File: src/rtl/matrix_mult_seq_pkg.sv
// Shared definitions for the sequential matrix multiplier: FSM encoding and default sizes.
package matrix_mult_seq_pkg;

  localparam int unsigned DEF_N             = 3;
  localparam int unsigned DEF_ENTRY_SIZE    = 5;
  localparam int unsigned DEF_RESENTRY_SIZE = 9;

  typedef enum logic [1:0] {
    IDLE    = 2'd0,
    COMPUTE = 2'd1,
    DONE    = 2'd2
  } state_t;

  // Accumulator width that holds a full N-term dot product of ew-bit entries.
  function automatic int unsigned acc_width(input int unsigned n, input int unsigned ew);
    return 2 * ew + $clog2(n);
  endfunction

endpackage

File: src/rtl/matrix_mult_seq_if.sv
// Operand/result handshake bundle for matrix_mult_seq.
interface matrix_mult_seq_if
  import matrix_mult_seq_pkg::*;
#(
  parameter int unsigned N             = DEF_N,
  parameter int unsigned ENTRY_SIZE    = DEF_ENTRY_SIZE,
  parameter int unsigned RESENTRY_SIZE = DEF_RESENTRY_SIZE
);

  logic                          in_valid;
  logic                          in_ready;
  logic [N*N*ENTRY_SIZE-1:0]     matrixA;
  logic [N*N*ENTRY_SIZE-1:0]     matrixB;
  logic                          out_valid;
  logic                          out_ready;
  logic [N*N*RESENTRY_SIZE-1:0]  matrixC;
  logic                          overflow;

  modport master (
    output in_valid, matrixA, matrixB, out_ready,
    input  in_ready, out_valid, matrixC, overflow
  );

  modport slave (
    input  in_valid, matrixA, matrixB, out_ready,
    output in_ready, out_valid, matrixC, overflow
  );

endinterface

File: src/rtl/matrix_mult_seq_mac_unit.sv
// Multiply-accumulate datapath: registered accumulator plus combinational running sum.
module mac_unit #(
  parameter int unsigned ENTRY_SIZE = 5,
  parameter int unsigned ACC_SIZE   = 12
) (
  input  logic                  clk,
  input  logic                  reset_n,
  input  logic [ENTRY_SIZE-1:0] i_a,
  input  logic [ENTRY_SIZE-1:0] i_b,
  input  logic                  i_clr,
  input  logic                  i_en,
  output logic [ACC_SIZE-1:0]   o_acc,
  output logic [ACC_SIZE-1:0]   o_sum_c
);

  logic [ACC_SIZE-1:0] r_acc;

  // Current accumulator plus this cycle's product; the caller may consume it on the last term.
  assign o_sum_c = r_acc + ACC_SIZE'(i_a) * ACC_SIZE'(i_b);
  assign o_acc   = r_acc;

  // Clear has priority so the last term of a dot product leaves the accumulator ready for the next.
  always_ff @(posedge clk) begin
    if (!reset_n) begin
      r_acc <= '0;
    end else if (i_clr) begin
      r_acc <= '0;
    end else if (i_en) begin
      r_acc <= o_sum_c;
    end
  end

endmodule

File: src/rtl/matrix_mult_seq.sv
// Sequential N x N matrix multiplier: one multiply-accumulate per clock, row-major result order.
module matrix_mult_seq
  import matrix_mult_seq_pkg::*;
#(
  parameter int unsigned N             = DEF_N,
  parameter int unsigned ENTRY_SIZE    = DEF_ENTRY_SIZE,
  parameter int unsigned RESENTRY_SIZE = DEF_RESENTRY_SIZE
) (
  input  logic              clk,
  input  logic              reset_n,
  matrix_mult_seq_if.slave  bus
);

  localparam int unsigned ACC_SIZE = acc_width(N, ENTRY_SIZE);
  localparam int unsigned CW       = (N > 1) ? $clog2(N) : 1;
  localparam logic [CW-1:0] LAST   = CW'(N - 1);

  state_t                   r_state;
  logic [CW-1:0]            r_row;
  logic [CW-1:0]            r_col;
  logic [CW-1:0]            r_k;
  logic [ENTRY_SIZE-1:0]    r_a [N][N];
  logic [ENTRY_SIZE-1:0]    r_b [N][N];
  logic [RESENTRY_SIZE-1:0] r_c [N][N];
  logic                     r_ovf;
  logic                     r_in_ready;
  logic                     r_out_valid;

  logic                     w_accept;
  logic                     w_compute;
  logic                     w_last_k;
  logic                     w_mac_clr;
  logic                     w_trunc;
  logic [ENTRY_SIZE-1:0]    w_a_op;
  logic [ENTRY_SIZE-1:0]    w_b_op;
  logic [ACC_SIZE-1:0]      w_acc;
  logic [ACC_SIZE-1:0]      w_sum;

  assign w_accept  = (r_state == IDLE) && bus.in_valid;
  assign w_compute = (r_state == COMPUTE);
  assign w_last_k  = (r_k == LAST);
  assign w_mac_clr = w_accept || (w_compute && w_last_k);
  assign w_a_op    = r_a[r_row][r_k];
  assign w_b_op    = r_b[r_k][r_col];

  mac_unit #(
    .ENTRY_SIZE (ENTRY_SIZE),
    .ACC_SIZE   (ACC_SIZE)
  ) u_mac (
    .clk     (clk),
    .reset_n (reset_n),
    .i_a     (w_a_op),
    .i_b     (w_b_op),
    .i_clr   (w_mac_clr),
    .i_en    (w_compute),
    .o_acc   (w_acc),
    .o_sum_c (w_sum)
  );

  // Any nonzero bit above the kept result width marks a truncated entry.
  generate
    if (ACC_SIZE > RESENTRY_SIZE) begin : g_trunc
      assign w_trunc = |w_sum[ACC_SIZE-1:RESENTRY_SIZE];
    end else begin : g_no_trunc
      assign w_trunc = 1'b0;
    end
  endgenerate

  // Flatten the result registers, entry (0,0) in the MSBs.
  for (genvar gi = 0; gi < N; gi++) begin : g_row
    for (genvar gj = 0; gj < N; gj++) begin : g_col
      assign bus.matrixC[(N*N-1-(gi*N+gj))*RESENTRY_SIZE +: RESENTRY_SIZE] = r_c[gi][gj];
    end
  end

  assign bus.in_ready  = r_in_ready;
  assign bus.out_valid = r_out_valid;
  assign bus.overflow  = r_ovf;

  // Control FSM with counters, operand capture and result write-back.
  always_ff @(posedge clk) begin
    if (!reset_n) begin
      r_state     <= IDLE;
      r_row       <= '0;
      r_col       <= '0;
      r_k         <= '0;
      r_ovf       <= 1'b0;
      r_in_ready  <= 1'b1;
      r_out_valid <= 1'b0;
      for (int i = 0; i < N; i++) begin
        for (int j = 0; j < N; j++) begin
          r_a[i][j] <= '0;
          r_b[i][j] <= '0;
          r_c[i][j] <= '0;
        end
      end
    end else begin
      case (r_state)
        IDLE: begin
          if (bus.in_valid) begin
            for (int i = 0; i < N; i++) begin
              for (int j = 0; j < N; j++) begin
                r_a[i][j] <= bus.matrixA[(N*N-1-(i*N+j))*ENTRY_SIZE +: ENTRY_SIZE];
                r_b[i][j] <= bus.matrixB[(N*N-1-(i*N+j))*ENTRY_SIZE +: ENTRY_SIZE];
              end
            end
            r_row      <= '0;
            r_col      <= '0;
            r_k        <= '0;
            r_ovf      <= 1'b0;
            r_in_ready <= 1'b0;
            r_state    <= COMPUTE;
          end
        end
        COMPUTE: begin
          if (w_last_k) begin
            r_c[r_row][r_col] <= RESENTRY_SIZE'(w_sum);
            if (w_trunc) begin
              r_ovf <= 1'b1;
            end
            r_k <= '0;
            if (r_col == LAST) begin
              r_col <= '0;
              if (r_row == LAST) begin
                r_row       <= '0;
                r_out_valid <= 1'b1;
                r_state     <= DONE;
              end else begin
                r_row <= r_row + 1'b1;
              end
            end else begin
              r_col <= r_col + 1'b1;
            end
          end else begin
            r_k <= r_k + 1'b1;
          end
        end
        DONE: begin
          if (bus.out_ready) begin
            r_out_valid <= 1'b0;
            r_in_ready  <= 1'b1;
            r_state     <= IDLE;
          end
        end
        default: begin
          r_out_valid <= 1'b0;
          r_in_ready  <= 1'b1;
          r_state     <= IDLE;
        end
      endcase
    end
  end

endmodule

File: src/flat_wrapper.sv
// flat-port wrapper written by rule: the top's interface ports become plain ports
module matrix_mult_seq_flat import matrix_mult_seq_pkg::*;
#(
  parameter int unsigned N             = DEF_N,
  parameter int unsigned ENTRY_SIZE    = DEF_ENTRY_SIZE,
  parameter int unsigned RESENTRY_SIZE = DEF_RESENTRY_SIZE
)
  (clk, reset_n, bus_in_valid, bus_matrixA, bus_matrixB, bus_out_ready, bus_in_ready, bus_out_valid, bus_matrixC, bus_overflow);
  matrix_mult_seq_if #(.N(N), .ENTRY_SIZE(ENTRY_SIZE), .RESENTRY_SIZE(RESENTRY_SIZE)) bus_i ();
  input  logic clk;
  input  logic reset_n;
  input wire logic [$bits(bus_i.in_valid)-1:0] bus_in_valid;
  input wire logic [$bits(bus_i.matrixA)-1:0] bus_matrixA;
  input wire logic [$bits(bus_i.matrixB)-1:0] bus_matrixB;
  input wire logic [$bits(bus_i.out_ready)-1:0] bus_out_ready;
  output wire logic [$bits(bus_i.in_ready)-1:0] bus_in_ready;
  output wire logic [$bits(bus_i.out_valid)-1:0] bus_out_valid;
  output wire logic [$bits(bus_i.matrixC)-1:0] bus_matrixC;
  output wire logic [$bits(bus_i.overflow)-1:0] bus_overflow;
  assign bus_i.in_valid = bus_in_valid;
  assign bus_i.matrixA = bus_matrixA;
  assign bus_i.matrixB = bus_matrixB;
  assign bus_i.out_ready = bus_out_ready;
  assign bus_in_ready = bus_i.in_ready;
  assign bus_out_valid = bus_i.out_valid;
  assign bus_matrixC = bus_i.matrixC;
  assign bus_overflow = bus_i.overflow;
  matrix_mult_seq #(.N(N), .ENTRY_SIZE(ENTRY_SIZE), .RESENTRY_SIZE(RESENTRY_SIZE)) u_core (.clk(clk), .reset_n(reset_n), .bus(bus_i));
endmodule
File: config.mk
export PLATFORM = sky130hd
export DESIGN_NAME = matrix_mult_seq_flat
export DESIGN_NICKNAME = d
export VERILOG_FILES = /design/src/rtl/matrix_mult_seq_pkg.sv /design/src/rtl/matrix_mult_seq_if.sv /design/src/rtl/matrix_mult_seq_mac_unit.sv /design/src/rtl/matrix_mult_seq.sv /design/src/flat_wrapper.sv
export SDC_FILE = /design/constraint.sdc
export NUM_CORES = 1
export LEC_CHECK = 0
export BUFFER_PORTS_ARGS = -buffer_cell sky130_fd_sc_hd__buf_2
export CAP_MARGIN = 20
export CORE_UTILIZATION = 35
export CTS_BUF_LIST = sky130_fd_sc_hd__clkbuf_16
export DETAILED_ROUTE_END_ITERATION = 8
export HOLD_SLACK_MARGIN = 0.05
export PLACE_DENSITY_LB_ADDON = 0.3
export SLEW_MARGIN = 20
export SYNTH_ARGS = -nofsm -noshare
export SYNTH_HDL_FRONTEND = slang
export SYNTH_SLANG_ARGS = --single-unit
File: constraint.sdc
create_clock -name clk -period 5.1 [get_ports clk]
set_input_delay 0.51 -clock clk [delete_from_list [all_inputs] [get_ports clk]]
set_output_delay 0.51 -clock clk [all_outputs]
set_load 0.005 [all_outputs]
==> results of run 1 <==
[stage by stage]
step | cells | setup slack (ps)
floorplan | 752 | 405
global placement | 1239 | 164
detailed placement | 1239 | 138
CTS | 1271 | 90.8
global route | 1272 | 10.8
finish | 1272 | 250
[critical path: stages (launching register included)]
cell      delay (ps)
dfxtp_1          360
buf_12           150
mux4_2           500
inv_1             70
o22ai_1           80
o21ai_2          250
nor2_1           110
fa_1             530
inv_1             50
fa_1             470
fa_1             550
inv_1             40
ha_2             360
a211oi_1         110
or4b_1           510
and3_4           210
or2_4            260
nor2_1           110
[what timing repair did]
| action | 4_1_cts | 5_1_grt |
|---|---|---|
| resized for setup | 0 | 10 |
| setup buffers | 0 | 1 |
| endpoints found under the setup margin | 0 | 30 |
[cell usage in the layout, fill, tap and decap left out, types with 4 or more instances in the layout]
master and n:
buf_2 177, edfxtp_1 171, and3_1 92, nor2_1 84
nand2_1 49, inv_1 46, dfxtp_1 27, mux2i_1 21
ha_1 19, buf_4 19, fa_1 17, clkbuf_16 17
a21oi_1 13, and2_1 12, o211ai_1 11, mux4_2 10
o22ai_1 10, or2_1 10, o21ai_0 9, nand3_1 9
nor2_2 9, nor2b_1 8, o21ai_2 7, nand2b_1 6
o21ai_1 5, a21o_1 5, nor3_1 5, clkinv_8 5
nor3b_1 4, o21a_1 4, inv_8 4
[layer usage]
metal | wire, um | vias to the layer above | GRT usage [%]
li1 | - | 3034 | -
met1 | 9720 | 2833 | 21.6
met2 | 9680 | 194 | 24.7
met3 | 1140 | 20 | 3.54
met4 | 297 | 0 | 4.88
met5 | 0 | - | 0
[power breakdown]
| group | switching (W) | internal (W) |
|---|---|---|
| Clock | 0.000696 | 0.000667 |
| Sequential | 0.0000309 | 0.00185 |
| Combinational | 0.000282 | 0.000199 |
[sequential cells by signal, indices dropped and copies added, names as in the netlist, named ones only]
register and cells:
u_core.bus.out_valid 1, u_core.bus.in_ready 1, u_core.r_a 45, u_core.r_k 2
u_core.u_mac.o_acc 12, u_core.r_state 2, u_core.r_b 45, u_core.bus.overflow 1
u_core.r_c 81, u_core.r_col 2, u_core.r_row 2
[worst max-delay path by stage]
stage / end / slack (ps) / depth (start not counted)
floorplan: u_core.r_c[1][16] / 400 / 17
global placement: u_core.r_c[0][15] / 160 / 17
detailed placement: u_core.r_c[0][26] / 140 / 15
CTS: u_core.r_c[0][26] / 90 / 15
global route: u_core.r_c[2][26] / 10 / 17
finish: u_core.r_c[0][26] / 250 / 17
[layout make-up]
cell class / instances / area (sq um) / share of cell area [%]
clock buffers: 17 / 425 / 3.80
clock inverters: 15 / 178 / 1.59
inverters: 49 / 184 / 1.64
multi-input cells: 460 / 3240 / 29.0
flip-flops and latches: 198 / 5680 / 50.7
well taps: 335 / 419 / 3.75
repair buffers: 198 / 1070 / 9.55
[kinds of logic after synthesis]
logic type / count (synthesis) / synth area share (%)
AND/OR/NAND/NOR: 307 / 17.4
flip-flops: 198 / 61.4
buffers and inverters: 94 / 4.14
AO/OA/AOI/OAI: 80 / 5.52
adder cells (fa/ha/maj): 37 / 6.39
multiplexers: 32 / 4.83
XOR/XNOR: 4 / 0.379
==> results.yml, run 1 <==
place:
  place_hpwl_mm: 15.0
  postPlaceCellArea_sq_um: 10500
  io_buffers: 177
  gp_congestion: 0.837
synth:
  synth_area_leaders: "edfxtp_1, and3_1, dfxtp_1"
  syn_nets: 883
  synth_top_area_share_pct: 55.5
  synth_ff_type: "edfxtp_1"
  synth_cells: 752
  synth_most_common_cell: "edfxtp_1"
  synth_edf_count: 171
  synth-seq-cells: 198
  syn_avg_cell_area_sq_um: 12.3
  syn_area_sq_um: 9250
  yosys_warnings: 0
  seq_area_frac_synth_pct: 61.4
  async_reset_ff_share_pct: 0
  ys_types: 55
  synth_top_area_cell: "edfxtp_1"
  synth.top_cells.by_count: "edfxtp_1, and3_1, nor2_1"
final_layout:
  fin_util_pct: 43.1
  stdcell_area_sq_um: 11200
  num-fill-cells: 2456
  drive_above_1_share_pct: 29.0
  syn2layout_area_growth_pct: 21.0
  nets: 1055
  antenna_cells: 0
setup_path:
  r2r_slack_ps: 250
  cp.required_ps: 5390
  crit_path_max_fanout: 10
  worstSetupEndpointType: "register"
  worstPathArrival_ps: 5140
  r2r_end: "u_core.r_c[0][26]"
  worstRegToRegCells: 17
  crit_type: "reg2reg"
  crit_path_start_kind: "register"
timing:
  finalClockSkew_ps: 15.5
  fin_crit_sh_pct: 95.1
  setup_tns_ps: 0
  setup_viol: 0
  rsz0062_at_grt: "false"
  whs_ps: 364
  hold_viol_final: 0
  relSlewSlack_pct: 43.8
  fmax_ghz: 0.206
  worst_slew_pin_slew_ps: 843
  drv_slew: 0
  fin_crit_ps: 4850
job:
  max_cap_viol_count: 0
outcome:
  status: "complete, no violations"
min_path:
  hp-start: "bus_out_ready"
  whs_endpoint: "u_core.r_state[1]"
  hold_depth: 4
  holdCritPathClass: "in2reg"
die:
  die_h_um: 165
  start_util_pct: 35.6
  pin_count: 178
  fp.dieW_um: 165
  rows: 59
  fp.coreArea_sq_um: 26000
  dieArea_sq_um: 27100
route:
  wl_mm: 20.8
  post_drt_wl_per_cell_um: 16.4
  via_per_inst: 4.78
  drt_iter0_drc: 482
  drt_pre_antenna_iters: 5
  drc: 0
  drt.antenna.violating_nets: 0
  vias: 6081
power_and_ir_drop:
  power_w: 0.00372
  leakagePower_nw: 4.82
  ir_drop_mv: 0.172
  powerDensity_nw_per_um2: 333
cts:
  clock_sinks: 198
  clockBufferDepth: 2
  cts_tree: "yes"
  root_buffer: "clkbuf_16"
  cts_inserted_buffers: 17
  clock_latency_ps: 440
  cts_hold_buffers: 0
  htree_num_levels: 4
  clk_pin_slew_worst_paths_ps: 80
global_routing:
  grt_pass1_wl_mm: 32.0
  grt_max_degree: 111
  grt_usage_pct: 15.7
  grt_pass1_vias: 5826
  antenna_found_initial: 0
  grt_overflow: 0
Note: power is estimated with default switching activity, not from simulation.
==> run 2, diff against run 1 <==
RECOVER_POWER = 50   (was default)
==> results.yml, run 2 (same netlist as run 1, synthesis figures left out) <==
setup_path:
  crit_path_start_kind: "register"
  worstSetupEndpointType: "register"
  worstRegToRegCells: 17
  crit_type: "reg2reg"
  crit_path_max_fanout: 6
  r2r_end: "u_core.r_c[0][26]"
  r2r_slack_ps: 260
  worstPathArrival_ps: 5140
  cp.required_ps: 5400
route:
  via_per_inst: 4.76
  wl_mm: 20.9
  post_drt_wl_per_cell_um: 16.4
  drt_iter0_drc: 442
  drt_pre_antenna_iters: 4
  drt.antenna.violating_nets: 0
  vias: 6056
  drc: 0
final_layout:
  drive_above_1_share_pct: 22.2
  fin_util_pct: 42.7
  syn2layout_area_growth_pct: 20.0
  top_regs: "u_core.r_c (81), u_core.r_a (45), u_core.r_b (45)"
  final_common_cell: "edfxtp_1"
  top_register: "u_core.r_c"
  largest_reg_flops: 81
  antenna_cells: 0
  mostFrequentLayoutCells: "edfxtp_1, buf_2, and3_1"
  nets: 1055
  num-fill-cells: 2487
  stdcell_area_sq_um: 11100
cts:
  cts_tree: "yes"
  root_buffer: "clkbuf_16"
  cts_inserted_buffers: 17
  clockBufferDepth: 2
  clk_pin_slew_worst_paths_ps: 80
  htree_num_levels: 4
  clock_latency_ps: 440
  clock_sinks: 198
power_and_ir_drop:
  power_frac_seq_pct: 50.7
  internal_power_w: 0.00272
  clkPwrFrac_pct: 36.6
  p_comb_share_pct: 12.7
  switchingPower_w: 0.00101
  powerDensity_nw_per_um2: 336
  power_w: 0.00373
  p_sw_share_pct: 27.1
  ir_drop_mv: 0.172
  leakagePower_nw: 4.61
place:
  io_buffers: 177
  place_hpwl_mm: 15.0
  gp_congestion: 0.837
  postPlaceCellArea_sq_um: 10500
timing:
  worst_slew_pin_slew_ps: 3610
  fin_crit_ps: 4840
  rsz0062_at_grt: "false"
  setup_viol: 0
  setup_tns_ps: 0
  fin_crit_sh_pct: 94.9
  fmax_ghz: 0.207
  hold_viol_final: 0
  finalClockSkew_ps: 21.3
  drv_slew: 185
  relSlewSlack_pct: -141
global_routing:
  grt_max_degree: 111
  antenna_found_initial: 0
  grt_overflow: 0
  grt_pass1_wl_mm: 32.0
  grt_usage_pct: 15.7
  grt_pass1_vias: 5826
min_path:
  hold_depth: 4
  hp-start: "bus_out_ready"
  holdCritPathClass: "in2reg"
  whs_endpoint: "u_core.r_state[1]"
die:
  die_h_um: 165
  fp.dieW_um: 165
  pin_count: 178
  rows: 59
  start_util_pct: 35.6
  dieArea_sq_um: 27100
  fp.coreArea_sq_um: 26000
outcome:
  violations: "max-capacitance violations, max-slew violations"
  status: "finished with violations"
job:
  max_cap_viol_count: 2
## run 2: cell types whose count changed in the layout (fill, tap and decap cells not counted)
cell / delta
and2_0: +1
buf_2: -61
buf_4: -1
a21boi_1: -1
nand2_1: +1
buf_1: +2
and2_4: -1
clkbuf_1: +60
nand2_8: -1
a21boi_0: +1
## run 2: power by group through the flow
stage	clock (W)	combinational, W	sequential (W)
final	0.00136	0.000473	0.00189
after global routing	0.00145	0.000534	0.00190
after CTS	0.00139	0.000481	0.00188
after detailed placement	0	0.000479	0.00192
after global placement	0	0.000474	0.00192
after floorplan	0	0.000285	0.00191
## run 2: repair_timing
item,CTS,global route
resized for setup,0,10
setup endpoints to repair,0,30
hold buffers,0,0
setup buffers,0,1
## run 2: area by class of cell
type / instances / area, sq um / share of cell area (%)
Inverter: 49 / 184 / 1.66
Clock inverter: 15 / 178 / 1.60
Timing Repair Buffer: 198 / 988 / 8.91
Clock buffer: 17 / 425 / 3.84
Sequential cell: 198 / 5680 / 51.2
Multi-Input combinational cell: 460 / 3220 / 29.0
Tap cell: 335 / 419 / 3.78
## run 2: per-stage QoR
stage / instances / setup WS [ps] / hold WS, ps
after floorplan: 752 / 405 / 436
after global placement: 1239 / 164 / 432
after detailed placement: 1239 / 138 / 448
after CTS: 1271 / 90.8 / 347
after global routing: 1272 / 10.8 / 355
final: 1272 / 261 / 365
## run 2: worst max-delay path: stages (launching register included)
cell and delay, ps:
dfxtp_1 340, buf_4 170, mux4_2 510, inv_1 60, o22ai_1 90, o21ai_2 250
nor2_1 110, fa_1 500, fa_1 540, inv_1 50, fa_1 520, inv_1 40
ha_1 330, o21ai_0 120, or4b_1 480, and3_4 210, or2_4 260, nor2_1 110
## run 2: worst max path at each step
stage	slack, ps	cells past startpoint	endpoint
after floorplan	400	17	u_core.r_c[1][16]
after global placement	160	17	u_core.r_c[0][15]
after detailed placement	140	15	u_core.r_c[0][26]
after CTS	90	15	u_core.r_c[0][26]
after global routing	10	17	u_core.r_c[2][26]
final	260	17	u_core.r_c[0][26]
## run 2: per-layer routing
layer	up-vias	share of wire [%]	GRT usage (%)
met4	0	1.3	4.88
met1	2811	47	21.6
li1	3034	-	-
met2	193	46	24.7
met5	-	0	0
met3	18	5.8	3.54
